### config.mk
export PLATFORM = sky130hd
export DESIGN_NAME = sprite_line_sequencer_flat
export DESIGN_NICKNAME = d
export VERILOG_FILES = /design/src/rtl/sprite_line_sequencer_if.sv /design/src/rtl/sprite_line_sequencer.sv /design/src/flat_wrapper.sv
export SDC_FILE = /design/constraint.sdc
export NUM_CORES = 1
export LEC_CHECK = 0
export ABC_CLOCK_PERIOD_IN_PS = 1880
export BUFFER_PORTS_ARGS = -buffer_cell sky130_fd_sc_hd__buf_4
export CAP_MARGIN = 20
export CORE_ASPECT_RATIO = 1.1
export CORE_MARGIN = 2
export CORE_UTILIZATION = 56
export CTS_BUF_LIST = sky130_fd_sc_hd__clkbuf_4
export DETAILED_ROUTE_END_ITERATION = 10
export PLACE_DENSITY_LB_ADDON = 0.12
export SKIP_LAST_GASP = 1
export SLEW_MARGIN = 20
export SYNTH_ARGS = -nofsm -noshare
export SYNTH_HDL_FRONTEND = slang
export SYNTH_SLANG_ARGS = --single-unit
### constraint.sdc
create_clock -name clk -period 1.88 [get_ports clk]
set_input_delay 0 -clock clk [delete_from_list [all_inputs] [get_ports clk]]
set_output_delay 0 -clock clk [all_outputs]
set_load 0.02 [all_outputs]
### src/rtl/sprite_line_sequencer_if.sv
// sprite_line_sequencer_if: signal bundle between video timing/renderer/line buffer and the sequencer
//   master: drives line_start, display_line, composer_line_done, sprites_enable, render_done, overrun_clr
//   slave : drives active_render_buffer, render_start, render_line, render_abort, composer_erase_start, status
interface sprite_line_sequencer_if;
  logic       line_start;
  logic [9:0] display_line;
  logic       composer_line_done;
  logic       sprites_enable;
  logic       render_done;
  logic       overrun_clr;
  logic       active_render_buffer;
  logic       render_start;
  logic [9:0] render_line;
  logic       render_abort;
  logic       composer_erase_start;
  logic [1:0] status;
  modport master (
    output line_start, display_line, composer_line_done, sprites_enable, render_done, overrun_clr,
    input  active_render_buffer, render_start, render_line, render_abort, composer_erase_start, status
  );
  modport slave (
    input  line_start, display_line, composer_line_done, sprites_enable, render_done, overrun_clr,
    output active_render_buffer, render_start, render_line, render_abort, composer_erase_start, status
  );
endinterface

### src/rtl/sprite_line_sequencer.sv
// sprite_line_sequencer: per-scanline buffer swap / erase / renderer launch controller
//   clk   : system clock, rising edge
//   rst_n : asynchronous active-low reset
//   bus   : slave side of sprite_line_sequencer_if (timing, renderer and line-buffer signals)
module sprite_line_sequencer #(
  parameter int ERASE_CYCLES = 160,
  parameter int V_LINES      = 525
) (
  input logic clk,
  input logic rst_n,
  sprite_line_sequencer_if.slave bus
);
  localparam int CW = $clog2(ERASE_CYCLES + 1);
  logic [CW-1:0] r_erase_cnt;
  logic          r_swap_pending, r_render_busy, r_relaunch;
  logic          r_active, r_render_start, r_render_abort, r_erase_start;
  logic [9:0]    r_next_line, r_render_line;
  logic [1:0]    r_status;
  logic          w_erase_idle, w_erase_go, w_swap, w_busy, w_launch_now, w_relaunch;
  logic [9:0]    w_next_line, w_swap_line;
  logic [1:0]    w_status_set;
  always_comb begin
    w_erase_idle = r_erase_cnt == '0;
    w_erase_go   = bus.composer_line_done && w_erase_idle;
    // an erase starting this cycle blocks the swap so the renderer never gets a dirty buffer
    w_swap       = (bus.line_start || r_swap_pending) && w_erase_idle && !w_erase_go;
    w_next_line  = (bus.display_line == 10'(V_LINES - 1)) ? 10'd0 : bus.display_line + 10'd1;
    w_swap_line  = bus.line_start ? w_next_line : r_next_line;
    // a completion arriving with the swap counts as done, so no abort
    w_busy       = r_render_busy && !bus.render_done;
    w_launch_now = w_swap && bus.sprites_enable && !w_busy;
    w_relaunch   = w_swap && bus.sprites_enable && w_busy;
    w_status_set = {bus.line_start && r_swap_pending, w_relaunch};
  end
  always_ff @(posedge clk or negedge rst_n) begin
    if (!rst_n) begin
      r_erase_cnt    <= '0;
      r_swap_pending <= 1'b0;
      r_render_busy  <= 1'b0;
      r_relaunch     <= 1'b0;
      r_active       <= 1'b0;
      r_render_start <= 1'b0;
      r_render_abort <= 1'b0;
      r_erase_start  <= 1'b0;
      r_next_line    <= '0;
      r_render_line  <= '0;
      r_status       <= '0;
    end else begin
      r_erase_start  <= w_erase_go;
      r_erase_cnt    <= w_erase_go ? CW'(ERASE_CYCLES) : r_erase_cnt - CW'(!w_erase_idle);
      r_next_line    <= bus.line_start ? w_next_line : r_next_line;
      r_swap_pending <= (r_swap_pending || bus.line_start) && !w_swap;
      r_active       <= r_active ^ w_swap;
      r_render_line  <= w_swap ? w_swap_line : r_render_line;
      r_render_abort <= w_relaunch;
      r_relaunch     <= w_relaunch;
      r_render_start <= w_launch_now || r_relaunch;
      // a swap always retires the previous line, whether it finished, was aborted or is suppressed
      r_render_busy  <= w_launch_now || r_relaunch || (w_busy && !w_swap);
      r_status       <= (bus.overrun_clr ? 2'b00 : r_status) | w_status_set;
    end
  end
  assign bus.active_render_buffer = r_active;
  assign bus.render_start         = r_render_start;
  assign bus.render_line          = r_render_line;
  assign bus.render_abort         = r_render_abort;
  assign bus.composer_erase_start = r_erase_start;
  assign bus.status               = r_status;
endmodule

### src/flat_wrapper.sv
// flat-port wrapper written by rule: the top's interface ports become plain ports
module sprite_line_sequencer_flat 
#(
  parameter int ERASE_CYCLES = 160,
  parameter int V_LINES      = 525
)
  (clk, rst_n, bus_line_start, bus_display_line, bus_composer_line_done, bus_sprites_enable, bus_render_done, bus_overrun_clr, bus_active_render_buffer, bus_render_start, bus_render_line, bus_render_abort, bus_composer_erase_start, bus_status);
  sprite_line_sequencer_if bus_i ();
  input logic clk;
  input logic rst_n;
  input wire logic [$bits(bus_i.line_start)-1:0] bus_line_start;
  input wire logic [$bits(bus_i.display_line)-1:0] bus_display_line;
  input wire logic [$bits(bus_i.composer_line_done)-1:0] bus_composer_line_done;
  input wire logic [$bits(bus_i.sprites_enable)-1:0] bus_sprites_enable;
  input wire logic [$bits(bus_i.render_done)-1:0] bus_render_done;
  input wire logic [$bits(bus_i.overrun_clr)-1:0] bus_overrun_clr;
  output wire logic [$bits(bus_i.active_render_buffer)-1:0] bus_active_render_buffer;
  output wire logic [$bits(bus_i.render_start)-1:0] bus_render_start;
  output wire logic [$bits(bus_i.render_line)-1:0] bus_render_line;
  output wire logic [$bits(bus_i.render_abort)-1:0] bus_render_abort;
  output wire logic [$bits(bus_i.composer_erase_start)-1:0] bus_composer_erase_start;
  output wire logic [$bits(bus_i.status)-1:0] bus_status;
  assign bus_i.line_start = bus_line_start;
  assign bus_i.display_line = bus_display_line;
  assign bus_i.composer_line_done = bus_composer_line_done;
  assign bus_i.sprites_enable = bus_sprites_enable;
  assign bus_i.render_done = bus_render_done;
  assign bus_i.overrun_clr = bus_overrun_clr;
  assign bus_active_render_buffer = bus_i.active_render_buffer;
  assign bus_render_start = bus_i.render_start;
  assign bus_render_line = bus_i.render_line;
  assign bus_render_abort = bus_i.render_abort;
  assign bus_composer_erase_start = bus_i.composer_erase_start;
  assign bus_status = bus_i.status;
  sprite_line_sequencer #(.ERASE_CYCLES(ERASE_CYCLES), .V_LINES(V_LINES)) u_core (.clk(clk), .rst_n(rst_n), .bus(bus_i));
endmodule
==> results.md <==
- Most numerous cell in the Yosys netlist: dfrtp_1
- Core Region: 2778 um2
- Antenna Nets Post-Route: 0
- Post-synth EDFFs: 0
- Worst-Margin Slew: 0.6170 ns
- I/O pin count: 33
- Post-Layout Cell Count: 225
- Syn nets: 163
- Initial antenna violation count: 0
- Slowest Stage Delay on Critical Path: roughly 0.44 ns
- GRT overflow: 0
- Clk_lat worst skew: 0.35 ns
- Tot Pwr: roughly 1.8 mW
- Ys flop type: dfrtp_1
- Final nets: approximately 210
- DP HPWL: 2206 um
- Final setup violating endpoints: 0
- Maximum VDD drop: 0.8583 mV
- TritonCTS clock tree: done
- Die area: 3355 um2
- Router iterations before antenna repair: 4
- Post-synth top area share: 0.5534
- Gpl congestion: 0.7560
- Critical path class: flip-flop to flip-flop
- HP Start: bus_display_line[0]
- Power per cell area: ~810 nW/um2
- Reg-to-reg startpoint: u_core.r_erase_cnt[6]
- Placed instance count: 206
- Width of the chip: 55.41 um
- Register area share after synthesis: 0.5534
- F_max: 544.3 MHz
- Synth area leader: dfrtp_1
- Num CTS Buffers: 5
- Setup TNS: 0 ns
- Crit path launch type: flip-flop
- Clock transition at path regs: ~0.13 ns
- Slowest-stage cell, CP: dfrtp_1
- Run status: finished, final reports clean
- Vias in the first global route: 1226
- Final WL: 3406 um
- Worst Skew: 0.02086 ns
- DR vias: ~1300
- Ranking of synthesized cells by area: dfrtp_1 (55%), mux2_2 (3.5%), nor2_1 (3.5%), a22o_1 (3.2%), ha_1 (3.1%)
- Routed wire length per instance: 15.14 um
- Post-synthesis async set-or-reset flop share: 1.000
- Worst hold margin: ~0.016 ns
- Maxcap violations: 0
- Num Clock Sinks: 36
- PortBufs: 32
- Slew margin rel.: 0.5878
- Fillers: 187
- Via/cell ratio: 5.662
- Final Critical Period: ~1.8 ns
- Critical Path RT: 2.13 ns
- Crit. End Element: flip-flop
- CTS max path bufs: 2
- Hold crit path type: input pin to flip-flop
- Family with the most delay on the worst path: simple AND/OR/NAND/NOR gates
- Leak: 1.049 nW
- Post-synthesis cell type count: 35
- Die Height: between 60 and 70 um
- #FFs+latches synth: 36
- Synth top cells by count: dfrtp_1 (36), nor2_1 (15), nand2_1 (9)
- Final Hold Fails: 0
- Layout cells sized above 1: 0.3125
- Slew Viols, Final: 0
- Final period utilization: 0.9772
- Root Buffer: clkbuf_4
- DRC: 0
- First DRT Iteration DRCs: 44
- Largest net degree at the start of global routing: 37
- CP Launch Point: u_core.r_erase_cnt[6]
- Critical path buffers and inverters: 0
- First-pass GRT wire length: 5568 um
- Initial core utilization: 0.5860
- Area Growth Syn to Fin: 32.59%
- Crit-path cells: nor4_4 -> nand2_1 -> ha_2 -> ha_2 -> nand2b_1 -> nor4_1 -> xnor2_1 -> nor2_1
- Critical Path Most Common Cell: ha_2
- H-tree levels: 2
- Avg Inst Size Synth: 11.46 um2
- Arrival time worst endpoint: 2.08 ns
- Cell row count: 20
- Total track usage: 0.2220
- Synth Instances: 142
- YS warnings: 0
- Post-Syn Area: 1628 um2
- CP Max Fanout: 4
- Ant. Diodes: 0
[per-layer routing]
layer / track usage / vias to the layer above / wire [um]
met5: 0 / - / 0
met4: 0.1568 / 0 / 57
met3: 0.04264 / 5 / 140
met2: 0.3724 / 31 / 1686
met1: 0.2641 / 631 / 1521
li1: - / 607 / -
[report_power, final]
| group | internal [mW] | switching (mW) |
|---|---|---|
| combinational | 0.0640 | 0.0719 |
| sequential | 0.797 | 0.00717 |
| clock | 0.548 | 0.265 |
[placed cells by master (no fill, tap or decap), drive strengths merged]
master	instances
a21o	1
a21oi	3
a22o	6
a31oi	5
a41oi	1
and3	4
and4b	1
and4bb	2
buf	38
bufinv	3
clkbuf	5
clkinv	1
dfrtp	36
dlygate4sd3	7
ha	4
inv	6
mux2	7
nand2	9
nand2b	3
nand3	4
nand4	2
nor2	15
nor3	2
nor3b	1
nor4	5
o21a	1
o21ai	5
o21bai	2
o31a	2
or2	1
or3	3
xnor2	5
xor2	2
[state kept, by name (all words and copies together) (netlist names)]
name	count
u_core.bus.status	2
u_core.bus.active_render_buffer	1
u_core.r_erase_cnt	8
u_core.r_relaunch	1
u_core.r_render_busy	1
u_core.r_swap_pending	1
u_core.r_next_line	10
u_core.bus.render_line	10
u_core.bus.render_start	1
u_core.bus.composer_erase_start	1
[layout make-up]
class | count | area (um2) | area share
Multi-Input combinational cell | 96 | 693.2 | 0.3212
Timing Repair Buffer | 45 | 367.9 | 0.1704
Inverter | 7 | 26.28 | 0.01217
Clock buffer | 5 | 37.54 | 0.01739
Tap cell | 33 | 41.29 | 0.01913
Sequential cell | 36 | 902.1 | 0.4180
Clock inverter | 3 | 90.09 | 0.04174
[worst register-to-register path, stage by stage, from the launching register on]
cell and delay (ns):
dfrtp_1 0.44, nor4_4 0.37, nand2_1 0.12, ha_2 0.19
ha_2 0.18, nand2b_1 0.13, nor4_1 0.08, xnor2_1 0.17
nor2_1 0.05
[per-stage QoR]
step                  util  setup slack [ns]  instance area (um2)
floorplan                -            0.2035                 1628
global placement    0.6874            0.1438                 1909
detailed placement  0.6874          0.002075                 1909
CTS                 0.7608          0.004939                 2113
global route        0.7770          -0.01974                 2158
finish              0.7770           0.04285                 2158
[what timing repair did]
action,CTS,global route
hold endpoints to repair,43,0
pin swaps,1,4
resized for setup,1,4
buffers inserted,0,4
hold buffers,7,0
gates cloned,0,0
endpoints found under the setup margin,3,2
[logic make-up after synthesis]
group,after synthesis,share of synthesized area
compound gates,26,0.1153
xor+xnor,7,0.03766
fa+ha+maj,4,0.03075
buf+inv,10,0.03304
flops,36,0.5534
mux,7,0.04842
simple gates,52,0.1814
[path summary, 6_finish.rpt]
kind | to | slack, ns | cells past startpoint
worst max-delay path | u_core.r_erase_cnt[6] | 0.04 | 8
max in group asynchronous | u_core.r_erase_cnt[3] | 1.43 | 2
worst min register to register | u_core.r_next_line[8] | 0.48 | 2
worst min-delay path | u_core.r_next_line[0] | 0.02 | 3
min in group asynchronous | u_core.bus.render_line[8] | 0.12 | 2
worst max register to register | u_core.r_erase_cnt[6] | 0.04 | 8
Note: power is estimated with default switching activity, not from simulation.
